[src/rtl/spi_sched_pkg.sv]
// Shared types and parameter defaults for the SPI transaction scheduler.
package spi_sched_pkg;

    localparam int BITS_DEF     = 28;
    localparam int DEPTH_DEF    = 4;
    localparam int START_TO_DEF = 8;

    typedef enum logic [2:0] {
        IDLE,
        LAUNCH,
        WAIT_START,
        WAIT_DONE,
        STORE
    } state_e;

endpackage

[src/rtl/spi_sync_fifo.sv]
// First-word-fall-through synchronous FIFO; a push into a full FIFO is
// accepted when a pop happens in the same cycle.
module spi_sync_fifo #(
    parameter int WIDTH = 8,
    parameter int DEPTH = 4
) (
    input  logic             clk,
    input  logic             rst,
    input  logic             push_i,
    input  logic [WIDTH-1:0] wdata_i,
    input  logic             pop_i,
    output logic [WIDTH-1:0] rdata_o,
    output logic             full_o,
    output logic             empty_o
);

    localparam int AW = $clog2(DEPTH);
    localparam int CW = AW + 1;

    logic [WIDTH-1:0] mem_q [DEPTH];
    logic [AW-1:0]    wr_ptr_q;
    logic [AW-1:0]    rd_ptr_q;
    logic [CW-1:0]    count_q;
    logic             push_ok;
    logic             pop_ok;

    assign empty_o = (count_q == '0);
    assign full_o  = (count_q == CW'(DEPTH));
    assign pop_ok  = pop_i && !empty_o;
    assign push_ok = push_i && (!full_o || pop_ok);
    assign rdata_o = mem_q[rd_ptr_q];

    // NOTE: sequential state uses non-blocking assignments so every register
    // samples the pre-edge values, regardless of statement order.
    always_ff @(posedge clk) begin
        if (rst) begin
            wr_ptr_q <= '0;
            rd_ptr_q <= '0;
            count_q  <= '0;
        end else begin
            if (push_ok) wr_ptr_q <= wr_ptr_q + AW'(1);
            if (pop_ok)  rd_ptr_q <= rd_ptr_q + AW'(1);
            if (push_ok && !pop_ok)      count_q <= count_q + CW'(1);
            else if (pop_ok && !push_ok) count_q <= count_q - CW'(1);
        end
    end

    // NOTE: the storage array is deliberately not reset; occupancy is tracked
    // by the pointers, so stale words are never presented as valid.
    always_ff @(posedge clk) begin
        if (push_ok) mem_q[wr_ptr_q] <= wdata_i;
    end

endmodule

[src/rtl/spi_txn_scheduler.sv]
// Queues SPI frames, launches them one at a time on an SPI master and
// collects the received frames into a response queue.
module spi_txn_scheduler
    import spi_sched_pkg::*;
#(
    parameter int BITS     = BITS_DEF,
    parameter int DEPTH    = DEPTH_DEF,
    parameter int START_TO = START_TO_DEF
) (
    input  logic            clk,
    input  logic            rst,
    input  logic            cmd_valid,
    input  logic [BITS-1:0] cmd_data,
    output logic            cmd_ready,
    output logic            rsp_valid,
    output logic [BITS-1:0] rsp_data,
    input  logic            rsp_ready,
    output logic [BITS-1:0] m_data,
    output logic            m_send,
    input  logic            m_busy,
    input  logic [BITS-1:0] m_rdata,
    output logic            err_timeout,
    output logic [15:0]     done_cnt
);

    localparam int TW = $clog2(START_TO + 1);

    state_e          state_q, state_d;
    logic [BITS-1:0] cmd_q, cmd_d;
    logic [TW-1:0]   to_cnt_q, to_cnt_d;
    logic            err_q, err_d;
    logic [15:0]     done_q, done_d;

    logic [BITS-1:0] cmd_head;
    logic            cmd_full, cmd_empty, cmd_pop;
    logic            rsp_full, rsp_empty, rsp_push;

    assign cmd_ready   = !cmd_full;
    assign rsp_valid   = !rsp_empty;
    assign m_data      = cmd_q;
    assign err_timeout = err_q;
    assign done_cnt    = done_q;

    spi_sync_fifo #(.WIDTH(BITS), .DEPTH(DEPTH)) u_cmd_fifo (
        .clk     (clk),
        .rst     (rst),
        .push_i  (cmd_valid && cmd_ready),
        .wdata_i (cmd_data),
        .pop_i   (cmd_pop),
        .rdata_o (cmd_head),
        .full_o  (cmd_full),
        .empty_o (cmd_empty)
    );

    spi_sync_fifo #(.WIDTH(BITS), .DEPTH(DEPTH)) u_rsp_fifo (
        .clk     (clk),
        .rst     (rst),
        .push_i  (rsp_push),
        .wdata_i (m_rdata),
        .pop_i   (rsp_ready && rsp_valid),
        .rdata_o (rsp_data),
        .full_o  (rsp_full),
        .empty_o (rsp_empty)
    );

    always_ff @(posedge clk) begin
        if (rst) begin
            state_q  <= IDLE;
            cmd_q    <= '0;
            to_cnt_q <= '0;
            err_q    <= 1'b0;
            done_q   <= '0;
        end else begin
            state_q  <= state_d;
            cmd_q    <= cmd_d;
            to_cnt_q <= to_cnt_d;
            err_q    <= err_d;
            done_q   <= done_d;
        end
    end

    // NOTE: every signal driven here gets a default first, so no path through
    // the case statement can leave one unassigned and infer a latch.
    always_comb begin
        state_d  = state_q;
        cmd_d    = cmd_q;
        to_cnt_d = to_cnt_q;
        err_d    = err_q;
        done_d   = done_q;
        cmd_pop  = 1'b0;
        rsp_push = 1'b0;
        m_send   = 1'b0;
        unique case (state_q)
            // Only one transaction is ever in flight, so outside IDLE exactly
            // one response slot is reserved and a non-full FIFO is enough here.
            IDLE: begin
                if (!cmd_empty && !rsp_full && !m_busy) begin
                    cmd_pop = 1'b1;
                    cmd_d   = cmd_head;
                    state_d = LAUNCH;
                end
            end
            LAUNCH: begin
                m_send   = 1'b1;
                to_cnt_d = TW'(1);
                state_d  = WAIT_START;
            end
            // to_cnt_q counts cycles since the send pulse, LAUNCH included.
            WAIT_START: begin
                if (m_busy) begin
                    state_d = WAIT_DONE;
                end else if (to_cnt_q >= TW'(START_TO - 1)) begin
                    err_d   = 1'b1;
                    state_d = IDLE;
                end else begin
                    to_cnt_d = to_cnt_q + TW'(1);
                end
            end
            WAIT_DONE: begin
                if (!m_busy) state_d = STORE;
            end
            STORE: begin
                rsp_push = 1'b1;
                done_d   = done_q + 16'd1;
                state_d  = IDLE;
            end
            default: state_d = IDLE;
        endcase
    end

endmodule
[config.mk]
export PLATFORM = sky130hd
export DESIGN_NAME = spi_txn_scheduler
export DESIGN_NICKNAME = d
export VERILOG_FILES = /design/src/rtl/spi_sched_pkg.sv /design/src/rtl/spi_sync_fifo.sv /design/src/rtl/spi_txn_scheduler.sv
export SDC_FILE = /design/constraint.sdc
export NUM_CORES = 1
export LEC_CHECK = 0
export ABC_AREA = 1
export BUFFER_PORTS_ARGS = -buffer_cell sky130_fd_sc_hd__buf_2
export CAP_MARGIN = 20
export CORE_MARGIN = 2
export CORE_UTILIZATION = 58
export CTS_CLUSTER_SIZE = 24
export DETAILED_ROUTE_END_ITERATION = 10
export PLACE_DENSITY = 0.8
export SLEW_MARGIN = 25
export SYNTH_ARGS = -nofsm -noshare
export SYNTH_HDL_FRONTEND = slang
export SYNTH_SLANG_ARGS = --single-unit
[constraint.sdc]
create_clock -name clk -period 2.89 [get_ports clk]
set_input_delay 0.289 -clock clk [delete_from_list [all_inputs] [get_ports clk]]
set_output_delay 0.289 -clock clk [all_outputs]
set_load 0.01 [all_outputs]
## Word-level counts from Yosys, hierarchy flattened

Memories as Yosys holds them, arrays and structs flattened. A register that Yosys moved wholly into a read port is not among the register bits.
Cells that the tools add are included.

| word-level totals | value |
|---|---|
| register bits | 38 |
| output and inout bits | 76 |
| word-level logic and storage cells | 90 |
| memories kept | 2 |
| RAM bits | 224 |
| input port bits | 61 |

| operators by class | value |
|---|---|
| add/subtract/negate cells | 10 |
| multiplexer cells | 22 |
| reduce and logical (&&, ||, !) cells | 33 |
| magnitude comparators | 1 |
| bitwise gates (word level) | 1 |
| equality and inequality tests | 11 |

Memory list:

| memory | words | width | read ports | clocked after memory_dff | write ports | RTL line | text |
|---|---|---|---|---|---|---|---|
| u_cmd_fifo.mem_q | 4 | 28 | 1 | 1 | 1 | spi_sync_fifo.sv:20 | `logic [WIDTH-1:0] mem_q [DEPTH];` |
| u_rsp_fifo.mem_q | 4 | 28 | 1 | 1 | 1 | spi_sync_fifo.sv:20 |  |

Operators by type and width:

| operator | count |
|---|---|
| $mux 3 | 8 |
| $add 16x1->16 const B | 1 |
| $logic_and 1x1->1 | 12 |
| $pmux 3 s4 | 1 |
| $eq 3x3->1 const B | 3 |
| $logic_not 1->1 | 9 |
| $logic_not 3->1 | 3 |
| $reduce_and 3->1 | 3 |
| $add 2x1->2 const B | 4 |
| $mux 1 | 8 |
| $mux 4 | 2 |
| $ne 2x2->1 const B | 4 |
| $pmux 4 s2 | 1 |
| $add 3x1->3 const B | 2 |
| $eq 3x2->1 const B | 2 |
| $reduce_bool 2->1 | 3 |
| $sub 3x1->3 const B | 2 |
| $add 4x1->4 const B | 1 |
| $ge 4x3->1 const B | 1 |
| $mux 2 | 2 |
| $eq 3x1->1 const B | 1 |
| $ne 3x3->1 const B | 1 |
| $logic_or 1x1->1 | 2 |
| $reduce_and 2->1 | 1 |
| $not 1->1 | 1 |

## Logic depth before layout (Yosys ltp)

Gate-level depths: netlist (run 1).

| logic depth | value |
|---|---|
| depth in word-level cells | 13 |
| gate-level depth with buffers | 12 |
| depth with buffers taken out | 12 |

## Cells and area by module

A second synthesis (run 1) with hierarchy kept.

| unflattened totals | value |
|---|---|
| cells, all modules | 1006 |
| area, all modules | 11536.1 um^2 |

By module, submodules not included:

| module | sequential area each (um^2) | area each (um^2) | instances | cells an instance |
|---|---|---|---|---|
| spi_sync_fifo | 3543.4 | 4650.7 | 2 | 343 |
| spi_txn_scheduler | 1041.0 | 2234.6 | 1 | 320 |

## Least setup slack after synthesis (run 1)

Ideal clock, no wire load.

| timing path | value |
|---|---|
| path type | register to register |
| start | register state_q[0] |
| end | memory u_rsp_fifo.mem_q[0][0] in the netlist's numbering (enable) |
| stages on the path, launching flop included | 6 |
| library setup time | 413 ps |
| path buffers | 0 |
| clock period less this slack | 2434 ps |
| setup slack | 456 ps |
| data arrival time | 2021 ps |
| data required time | 2477 ps |
| path through | dfxtp_1 > nor2_4 > nand2_2 > inv_2 > nand2_1 > nor2_1 |

| on the way | value |
|---|---|
| word-level cells in the longest chain between the ends | 5 |

Ends and longest elaborated chain:

| what | RTL line | text |
|---|---|---|
| from (decl) | spi_txn_scheduler.sv:28 | `state_e state_q, state_d;` |
| from (signal assigned) | spi_txn_scheduler.sv:74 | `state_q <= state_d;` |
| $eq 3x3->1 | spi_txn_scheduler.sv:93 | `unique case (state_q)` |
| $mux 1 | spi_txn_scheduler.sv:93 |  |
| $logic_and 1x1->1 | spi_sync_fifo.sv:30 | `assign push_ok = push_i && (!full_o \|\| pop_ok);` |
| $mux 1 | spi_sync_fifo.sv:51 | `if (push_ok) mem_q[wr_ptr_q] <= wdata_i;` |
| $mux 1 (implied by the code) | spi_sync_fifo.sv:51 |  |
| to (decl) | spi_sync_fifo.sv:20 |  |

Every way passes these cells.

==> results.json, run 1 <==
{
  "outcome": "completed",
  "hold_viol": 0,
  "cp.required_ns": 2.60,
  "hp-class": "in -> reg",
  "arrival_ns": 2.10,
  "setup_viol_count_final": 0,
  "tightest_slew_ns": 0.845,
  "fin_crit_sh": 0.826,
  "post_drt_wl_per_cell_um": 16.8,
  "ctsLongestPathBuffers": 3,
  "grt_setup_unrepaired": "no",
  "end_kind": "output pin",
  "root_buffer": "clkbuf_16",
  "hpwlAfterDp_um": 13200,
  "port_buffers": 136,
  "maxCapViolations": 0,
  "final_cells": 1460,
  "num_io_pins": 137,
  "overflow": 0,
  "post_cts_resized": 0,
  "slew_viol_final": 0,
  "gp_congestion": 0.744,
  "nets": 1247,
  "skew_ns": 0.0107,
  "dr_total_vias": 7914,
  "numPlacedInstances": 1351,
  "grt_pass1_vias": 7527,
  "grtUsageTotal": 0.230,
  "fp.coreArea_mm2": 0.0193,
  "layout-drive-gt1-share": 0.186,
  "yosysSeqAreaShare": 0.713,
  "path_class": "reg -> out",
  "die_x_um": 144,
  "die_h_um": 144,
  "critical_path.max_fanout": 56,
  "cts.sinks": 292,
  "tns_ns": 0,
  "rows": 51,
  "drt-total-wl_um": 24600,
  "syn_area_per_cell_um2": 11.6,
  "avgViaCountPerCell": 5.42,
  "synthesis.nets": 1055,
  "syn_inst": 980,
  "slew_headroom": 0.436,
  "cts_tree": "yes",
  "grt_pass1_wl_um": 37200,
  "dieArea_mm2": 0.0207,
  "grt_max_degree": 59,
  "synth_cell_type_count": 32,
  "drc": 0,
  "fillCellCount": 1263,
  "antenna_found_initial": 2,
  "cp-start-kind": "register",
  "cts_htree_levels": 1,
  "irDropWorstVdd_mv": 0.586,
  "multiInputGateArea_mm2": 0.00282,
  "cellPowerDensity_mw_per_mm2": 830,
  "seq_area_mm2": 0.00809,
  "clock_latency_ns": 0.53,
  "initial_utilization": 0.586,
  "firstDrtPassIters": 5,
  "cts_buffers": 28,
  "drt_iter0_markers": 555,
  "p_leak_nw": 5.13,
  "ant_nets": 0,
  "area_growth_pct": 21.4,
  "yosysWarnings": 0,
  "ys_seq_elements": 292,
  "fmax_ghz": 0.419,
  "synth_area_mm2": 0.0113,
  "period_needed_ns": 2.39,
  "clk_pin_slew_ns": 0.07
}
## kinds of logic (layout without fill, tap and decap cells)
logic type,Yosys count,count (layout),share of synthesized area
compound gates,239,239,0.109
xor+xnor,5,5,0.00386
fa+ha+maj,14,14,0.0168
buf+inv,102,316,0.0399
flops,292,292,0.713
other cells,0,1,0
simple gates,328,328,0.117
## cells in the final DEF (no fill, tap or decap), types with 7 or more instances in the layout
cell type | Yosys | routed
nand2_1 | 106 | 106
nor2_1 | 186 | 178
buf_4 | 11 | 17
nor2_2 | 1 | 9
dfxtp_1 | 68 | 68
o21ai_1 | 19 | 19
dlygate4sd3_1 | 0 | 56
a21oi_1 | 54 | 54
nand3_1 | 19 | 19
buf_2 | 10 | 136
edfxtp_1 | 224 | 224
clkinv_2 | 0 | 7
inv_1 | 50 | 50
clkbuf_16 | 0 | 31
o21ai_0 | 135 | 135
o22ai_1 | 28 | 28
ha_1 | 12 | 12
## synth_stat cells (all sizes together)
cell / instances / share of area
o21bai: 1 / 0.00066
o22ai: 28 / 0.015
ha: 12 / 0.013
a31oi: 1 / 0.00055
a21oi: 54 / 0.024
buf: 25 / 0.014
dfxtp: 68 / 0.12
nor2: 190 / 0.065
and2: 1 / 0.00055
nand3: 21 / 0.010
nand4: 6 / 0.0039
o21a: 1 / 0.00066
xor2: 5 / 0.0039
clkbuf: 22 / 0.0074
o21ai: 154 / 0.068
nand2: 107 / 0.036
fa: 2 / 0.0035
nor3: 3 / 0.0018
edfxtp: 224 / 0.59
inv: 55 / 0.018
## metal layers
metal | wire length [µm] | up-vias | track usage | share of wire
met4 | 439 | 2 | 0.0604 | 0.018
li1 | - | 3804 | - | -
met3 | 1740 | 42 | 0.0413 | 0.071
met1 | 9760 | 3776 | 0.284 | 0.40
met2 | 12600 | 290 | 0.417 | 0.51
met5 | 13 | - | 0 | 0.00053
## registers in the layout, summed over array words and instances, names as in the netlist, named ones only
signal and cells:
u_cmd_fifo.mem_q 112, u_rsp_fifo.mem_q 112, m_data 28, done_cnt 16, to_cnt_q 4, state_q 3, u_cmd_fifo.count_q 3, u_rsp_fifo.count_q 3
u_cmd_fifo.rd_ptr_q 2, u_cmd_fifo.wr_ptr_q 2, u_rsp_fifo.rd_ptr_q 2, u_rsp_fifo.wr_ptr_q 2, err_timeout 1
## where the power goes
part           total, mW  internal (mW)  switching [mW]
clock network       3.70           2.15            1.55
registers           5.08           4.90           0.175
logic               2.65          0.875            1.77
## worst paths after layout
path | from | slack (ns) | cells after the start | end
worst min register to register | m_data[10] | 0.47 | 2 | m_data[10]
worst min-delay path | m_busy | 0.10 | 4 | err_timeout
worst max-delay path | register | 0.50 | 4 | rsp_data[1]
worst max register to register | state_q[0] | 0.69 | 12 | u_rsp_fifo.count_q[2]
## critical path, cell delays in order, from the launching register on
cell and delay [ns]:
dfxtp_1 0.32, inv_2 0.61, o21ai_0 0.22, o22ai_1 0.22, buf_2 0.18
## per-stage QoR
step                setup WS (ns)  area [µm²]  power [mW]  hold slack [ns]  utilization
floorplan                   0.456       11300        6.91            0.388            -
global placement            0.750       12300        7.59            0.448        0.634
detailed placement          0.705       12300        7.70            0.454        0.634
CTS                         0.543       13800        11.4           0.0764        0.712
global route                0.349       13800        12.0            0.105        0.712
finish                      0.503       13800        11.4            0.102        0.712
## final cells by class
class / instances / share of cell area
clock buffers: 34 / 0.0579
inverters: 55 / 0.0150
repair buffers: 209 / 0.0994
well taps: 265 / 0.0241
multi-input cells: 586 / 0.205
diodes: 1 / 0.000182
flip-flops and latches: 292 / 0.587
clock inverters: 18 / 0.0112
## repair_timing
action | CTS | global route
buffers inserted | 0 | 0
endpoints found under the hold margin | 224 | 0
hold buffers | 56 | 0
No activity file was read; power rests on OpenSTA's default activity.
==> run 2, diff against run 1 <==
ABC_AREA = 0   (was 1)
CORE_UTILIZATION = 57   (was 58)
PLACE_DENSITY = 0.79   (was 0.8)
clock period = 2.46 ns   (was 2.89 ns; I/O delays follow)
==> run 2 against run 1 <==
Effect of this change: synthesized cell count down 37%; power increased by 14%; sequential share of layout area rose by 1.1 points; sequential cell count is the same; global-route usage down 0.75 points; cell area fell by 1.7%.
==> results.json, run 2 <==
{
  "ys_seq_elements": 292,
  "irDropWorstVdd_mv": 1.17,
  "num_io_pins": 137,
  "total_power_mw": 13.1,
  "hp-class": "in -> reg",
  "grt_pass1_vias": 6644,
  "ff2ff_setup_slack_ns": 0.13,
  "synthArstFlopShare": 0,
  "diodes": 0,
  "grtUsageTotal": 0.222,
  "nets": 912,
  "cp-start-kind": "register",
  "syn_area_per_cell_um2": 17.6,
  "yosysSeqAreaShare": 0.739,
  "maxCapViolations": 0,
  "synth_cell_type_count": 45,
  "place_area_mm2": 0.0120,
  "cts_htree_levels": 1,
  "final_cell_mix": "edfxtp_1 (224), buf_2 (136), nand2_1 (65)",
  "grt_max_degree": 40,
  "gp_congestion": 0.800,
  "drc": 0,
  "initial_utilization": 0.583,
  "ctsLongestPathBuffers": 3,
  "slowest_stage": "or3b_4",
  "cp.required_ns": 2.91,
  "synth_area_mm2": 0.0109,
  "synth_top_area_cell": "edfxtp_1",
  "drt-total-wl_um": 22000,
  "setup_viol_count_final": 0,
  "yosys_most_used_dff": "edfxtp_1",
  "dieArea_mm2": 0.0203,
  "clock_latency_ns": 0.53,
  "port_buffers": 136,
  "cpPeakStageDelay_ns": 0.41,
  "ant_nets": 0,
  "finalWorstSetupSlack_ns": 0.126,
  "die_x_um": 143,
  "yosysWarnings": 0,
  "grt_pass1_wl_um": 35000,
  "synthesis.nets": 697,
  "synthTopCellsByArea": "edfxtp_1 (61%), dfxtp_1 (12%), mux4_2 (12%)",
  "post_drt_wl_per_cell_um": 20.1,
  "antenna_found_initial": 0,
  "clock_power_share": 0.335,
  "p_seq_frac": 0.459,
  "slew_headroom": 0.632,
  "path_class": "reg -> reg",
  "final_area_mm2": 0.0135,
  "die_h_um": 143,
  "crit_chain": "or3b_4 -> and4_4 -> inv_2 -> ha_2 -> inv_1 -> fa_1 -> xor2_1 -> or3_1 -> a21oi_1",
  "hold_viol": 0,
  "hpwlAfterDp_um": 13000,
  "outcome": "completed",
  "period_needed_ns": 2.33,
  "drt_iter0_markers": 351,
  "p_leak_nw": 4.80,
  "p_switching_mw": 3.45,
  "cellPowerDensity_mw_per_mm2": 965,
  "tns_ns": 0,
  "root_buffer": "clkbuf_16",
  "avgViaCountPerCell": 5.66,
  "skew_ns": 0.0109,
  "final_common_cell": "edfxtp_1",
  "firstDrtPassIters": 4,
  "combinationalPowerShare": 0.206,
  "clk_pin_slew_ns": 0.06,
  "fin_crit_sh": 0.949,
  "layout-drive-gt1-share": 0.321,
  "cts_tree": "yes",
  "synth-edff-count": 224,
  "critical_path.max_fanout": 4,
  "slew_viol_final": 0,
  "area_growth_pct": 23.6,
  "synth_top_area_share": 0.615,
  "cts_setup_buffers": 0,
  "fillCellCount": 1137,
  "tightest_slew_ns": 0.550,
  "fmax_ghz": 0.428,
  "fp.coreArea_mm2": 0.0188,
  "rows": 50,
  "grt_setup_unrepaired": "no",
  "overflow": 0,
  "syn_inst": 622,
  "p_int_mw": 9.61,
  "synthTopCellsByCount": "edfxtp_1 (224), dfxtp_1 (68), nand2_1 (65)",
  "end_kind": "register",
  "dr_total_vias": 6184,
  "p_sw_frac": 0.264,
  "arrival_ns": 2.79,
  "yosysMostFrequentCell": "edfxtp_1",
  "hold_slack_ns": 0.0370,
  "post-place-ws_ns": 0.0766,
  "cts.sinks": 292,
  "cts_buffers": 28
}
## run 2: cell count changes after synthesis, sizes merged, moves of 10 or more
cell and delta:
nor2 -158, o21ai -149, mux4 +56, inv -48
nand2 -42, o22ai -28, a21oi -17, nand3 -15
buf -10
## run 2: worst max-delay path, delay by kind of cell, from the launching register on
kind            cells  cell delay [ns]
xor+xnor            1             0.17
simple gates        3             0.93
fa+ha+maj           2             0.56
buf+inv             2             0.11
flops               1             0.34
compound gates      1             0.15
## run 2: logic make-up after synthesis
family / after synthesis / share of synthesized area
xor gates and xnor gates: 20 / 0.0160
muxes: 62 / 0.121
AOI/OAI and AO/OA: 50 / 0.0249
and+or+nand+nor: 148 / 0.0657
DFF: 292 / 0.739
buffers and inverters: 36 / 0.0163
adders and majority gates: 14 / 0.0174
## run 2: cell type report
cell class              count  area [µm²]  area share
well taps                 234         293      0.0216
flip-flops and latches    292        8100       0.598
inverters                   7        26.3     0.00194
clock inverters            18         185      0.0137
clock buffers              34         786      0.0581
repair buffers            214        1460       0.108
multi-input cells         294        2690       0.199
## run 2: path summary, 6_finish.rpt
check                           depth (start not counted)                   from                    end
worst max-delay path                                    9  u_rsp_fifo.count_q[1]  u_cmd_fifo.count_q[2]
worst min-delay path                                    3                 m_busy             state_q[0]
worst max register to register                          9  u_rsp_fifo.count_q[1]  u_cmd_fifo.count_q[2]
worst min register to register                          2              m_data[2]              m_data[2]
## run 2: power groups by stage
stage                     logic [mW]  clock network [mW]  registers [mW]
after global routing            2.96                4.67            6.03
final                           2.69                4.38            5.99
after detailed placement        2.61                   0            6.08
after global placement          2.50                   0            6.04
after floorplan                 1.76                   0            6.09
after CTS                       2.71                4.44            5.98
## run 2: what timing repair did
item | in CTS | in global routing
hold buffers | 56 | 0
hold endpoints to repair | 224 | 0
gates resized for setup | 0 | 6
setup endpoints to repair | 0 | 2
## run 2: through the flow
| stage | std cells | utilization |
|---|---|---|
| floorplan | 622 | - |
| global placement | 985 | 0.639 |
| detailed placement | 985 | 0.639 |
| CTS | 1093 | 0.720 |
| global route | 1093 | 0.721 |
| finish | 1093 | 0.721 |
## run 2: metal layers
metal	up-vias	GRT usage	share of wire
li1	2824	-	-
met1	3092	0.268	0.39
met2	220	0.405	0.53
met3	48	0.0394	0.054
met4	0	0.0730	0.030
met5	-	0	0
==> run 3, diff against run 2 <==
CORE_UTILIZATION = 60   (was 57)
CTS_BUF_LIST = sky130_fd_sc_hd__clkbuf_2   (was not set)
PLACE_DENSITY = 0.82   (was 0.79)
SYNTH_HIERARCHICAL = 1   (was not set)
==> run 3 against run 2 <==
Effect of this change: the run now ends with design-rule violations, negative setup slack left; largest power group unchanged; fmax fell by 6.5%; clock-buffer cell count rose by 79; worst hold slack improved by 0.15 ns; routed wire length rose by 7.7%; register-to-register slack got worse by 0.16 ns; global-route usage increased by 2.6 points; via count grew 10%; combinational power is 17% lower.
==> results.json, run 3 <==
{
  "outcome": "complete, but fails checks",
  "violations": "design-rule violations, negative setup slack",
  "drc": 11,
  "fp.coreArea_mm2": 0.0181,
  "post_drt_wl_per_cell_um": 19.5,
  "drt-total-wl_um": 23700,
  "final_area_mm2": 0.0137,
  "cp-start-kind": "register",
  "cts_tree": "yes",
  "irDropWorstVdd_mv": 0.661,
  "gp_congestion": 0.832,
  "place_area_mm2": 0.0124,
  "fillCellCount": 1001,
  "num_io_pins": 137,
  "rows": 49,
  "critPathBufInv": 3,
  "yosysSeqAreaShare": 0.732,
  "nets": 1008,
  "synth_cell_type_count": 45,
  "fmax_ghz": 0.401,
  "layout-drive-gt1-share": 0.405,
  "grt_setup_unrepaired": "yes",
  "dieArea_mm2": 0.0196,
  "initial_utilization": 0.614,
  "ys_seq_elements": 294,
  "area_growth_pct": 23.7,
  "slew_headroom": 0.504,
  "die_h_um": 140,
  "total_power_mw": 11.6,
  "setup_viol_count_final": 1,
  "grtUsageTotal": 0.248,
  "hpwlAfterDp_um": 14400,
  "finalWorstSetupSlack_ns": -0.0369,
  "overflow": 0,
  "syn_area_per_cell_um2": 17.3,
  "critical_path.max_fanout": 2,
  "crit_family": "simple AND/OR/NAND/NOR gates",
  "yosys_most_used_dff": "edfxtp_1",
  "synth_area_mm2": 0.0111,
  "synth_top_area_cell": "edfxtp_1",
  "grt_pass1_vias": 7449,
  "slowest_stage": "or3_4",
  "synth_top_area_share": 0.606,
  "antenna_found_initial": 2,
  "cts_htree_levels": 3,
  "cts_buffers": 72,
  "ant_nets": 0,
  "hold_slack_ns": 0.184,
  "yosysMostFrequentCell": "edfxtp_1",
  "cts.sinks": 294,
  "synthesis.nets": 716,
  "arrival_ns": 3.21,
  "clock_latency_ns": 0.82,
  "yosysWarnings": 6,
  "hp-class": "in -> reg",
  "synthArstFlopShare": 0,
  "synth-edff-count": 224,
  "dr_total_vias": 6801,
  "root_buffer": "clkbuf_2",
  "port_buffers": 136,
  "hold_viol": 0,
  "ctsLongestPathBuffers": 3,
  "end_kind": "register",
  "firstDrtPassIters": 7,
  "syn_inst": 641,
  "tns_ns": -0.0369,
  "clk_pin_slew_ns": 0.11,
  "cellPowerDensity_mw_per_mm2": 845,
  "cp.required_ns": 3.17,
  "final_cell_mix": "edfxtp_1 (224), buf_2 (136), clkbuf_2 (113)",
  "final_common_cell": "edfxtp_1",
  "period_needed_ns": 2.50,
  "cpPeakStageDelay_ns": 0.37,
  "path_class": "reg -> reg",
  "tightest_slew_ns": 0.733,
  "grt_max_degree": 41,
  "skew_ns": 0.0599,
  "grt_pass1_wl_um": 37500,
  "die_x_um": 140,
  "numPlacedInstances": 1024,
  "slew_viol_final": 0,
  "synthTopCellsByCount": "edfxtp_1 (224), dfxtp_1 (70), nand2_1 (66)",
  "crit_chain": "nor3b_4 -> or3_4 -> nand2b_4 -> inv_4 -> inv_4 -> a21boi_4 -> ha_2 -> inv_2 -> fa_2 -> xor2_1 -> or3_4 -> a21oi_2",
  "drt_iter0_markers": 394,
  "synthTopCellsByArea": "edfxtp_1 (61%), dfxtp_1 (13%), mux4_2 (11%)",
  "final_cells": 1215,
  "p_leak_nw": 5.08,
  "maxCapViolations": 0,
  "avgViaCountPerCell": 5.60,
  "fin_crit_sh": 1.01
}
==> run 3: timing repair <==
action	in CTS	in global routing
gates resized for setup	5	1
endpoints found under the hold margin	237	0
setup endpoints to repair	25	2
gates cloned	0	0
buffers inserted	3	2
pin swaps	6	1
hold buffers	59	0
==> run 3: power breakdown <==
part	switching (mW)	total, mW	internal (mW)
clock	1.85	3.36	1.51
sequential	0.218	6.03	5.81
combinational	1.17	2.22	1.05
total	3.24	11.6	8.37
==> run 3: logic make-up after synthesis <==
family | share of synthesized area
AO/OA/AOI/OAI | 0.0294
XOR/XNOR | 0.0142
adder cells (fa/ha/maj) | 0.0171
buffers and inverters | 0.0199
flip-flops | 0.732
multiplexers | 0.120
AND/OR/NAND/NOR | 0.0677
==> run 3: routing by layer <==
layer	vias to the layer above	share of wire	track usage
met5	-	0	0
met3	51	0.075	0.0632
met1	3349	0.36	0.276
met2	313	0.54	0.450
met4	0	0.024	0.113
li1	3088	-	-
==> run 3: worst paths after layout <==
path / startpoint / cells past startpoint / to / slack [ns]
max: u_rsp_fifo/count_q[2] / 12 / u_cmd_fifo/count_q[2] / -0.04
min: m_rdata[11] / 2 / u_rsp_fifo/mem_q[2][11] / 0.18
max reg2reg: u_rsp_fifo/count_q[2] / 12 / u_cmd_fifo/count_q[2] / -0.04
min reg2reg: m_data[14] / 2 / m_data[14] / 0.46
==> run 3: per-stage QoR <==
step | util | worst slack (ns)
floorplan | - | -0.285
global placement | 0.685 | -0.0468
detailed placement | 0.685 | -0.150
CTS | 0.758 | -0.0384
global route | 0.759 | -0.0901
finish | 0.759 | -0.0369
==> run 3: cell type report <==
class	count	area, µm²	share of cell area
sequential	294	8140	0.593
multi-input combinational	306	2820	0.205
timing repair buffer	245	1730	0.126
clock buffer	113	566	0.0412
tap	229	287	0.0209
clock inverter	12	129	0.00938
inverter	14	62.6	0.00455
antenna	2	5.00	0.000364
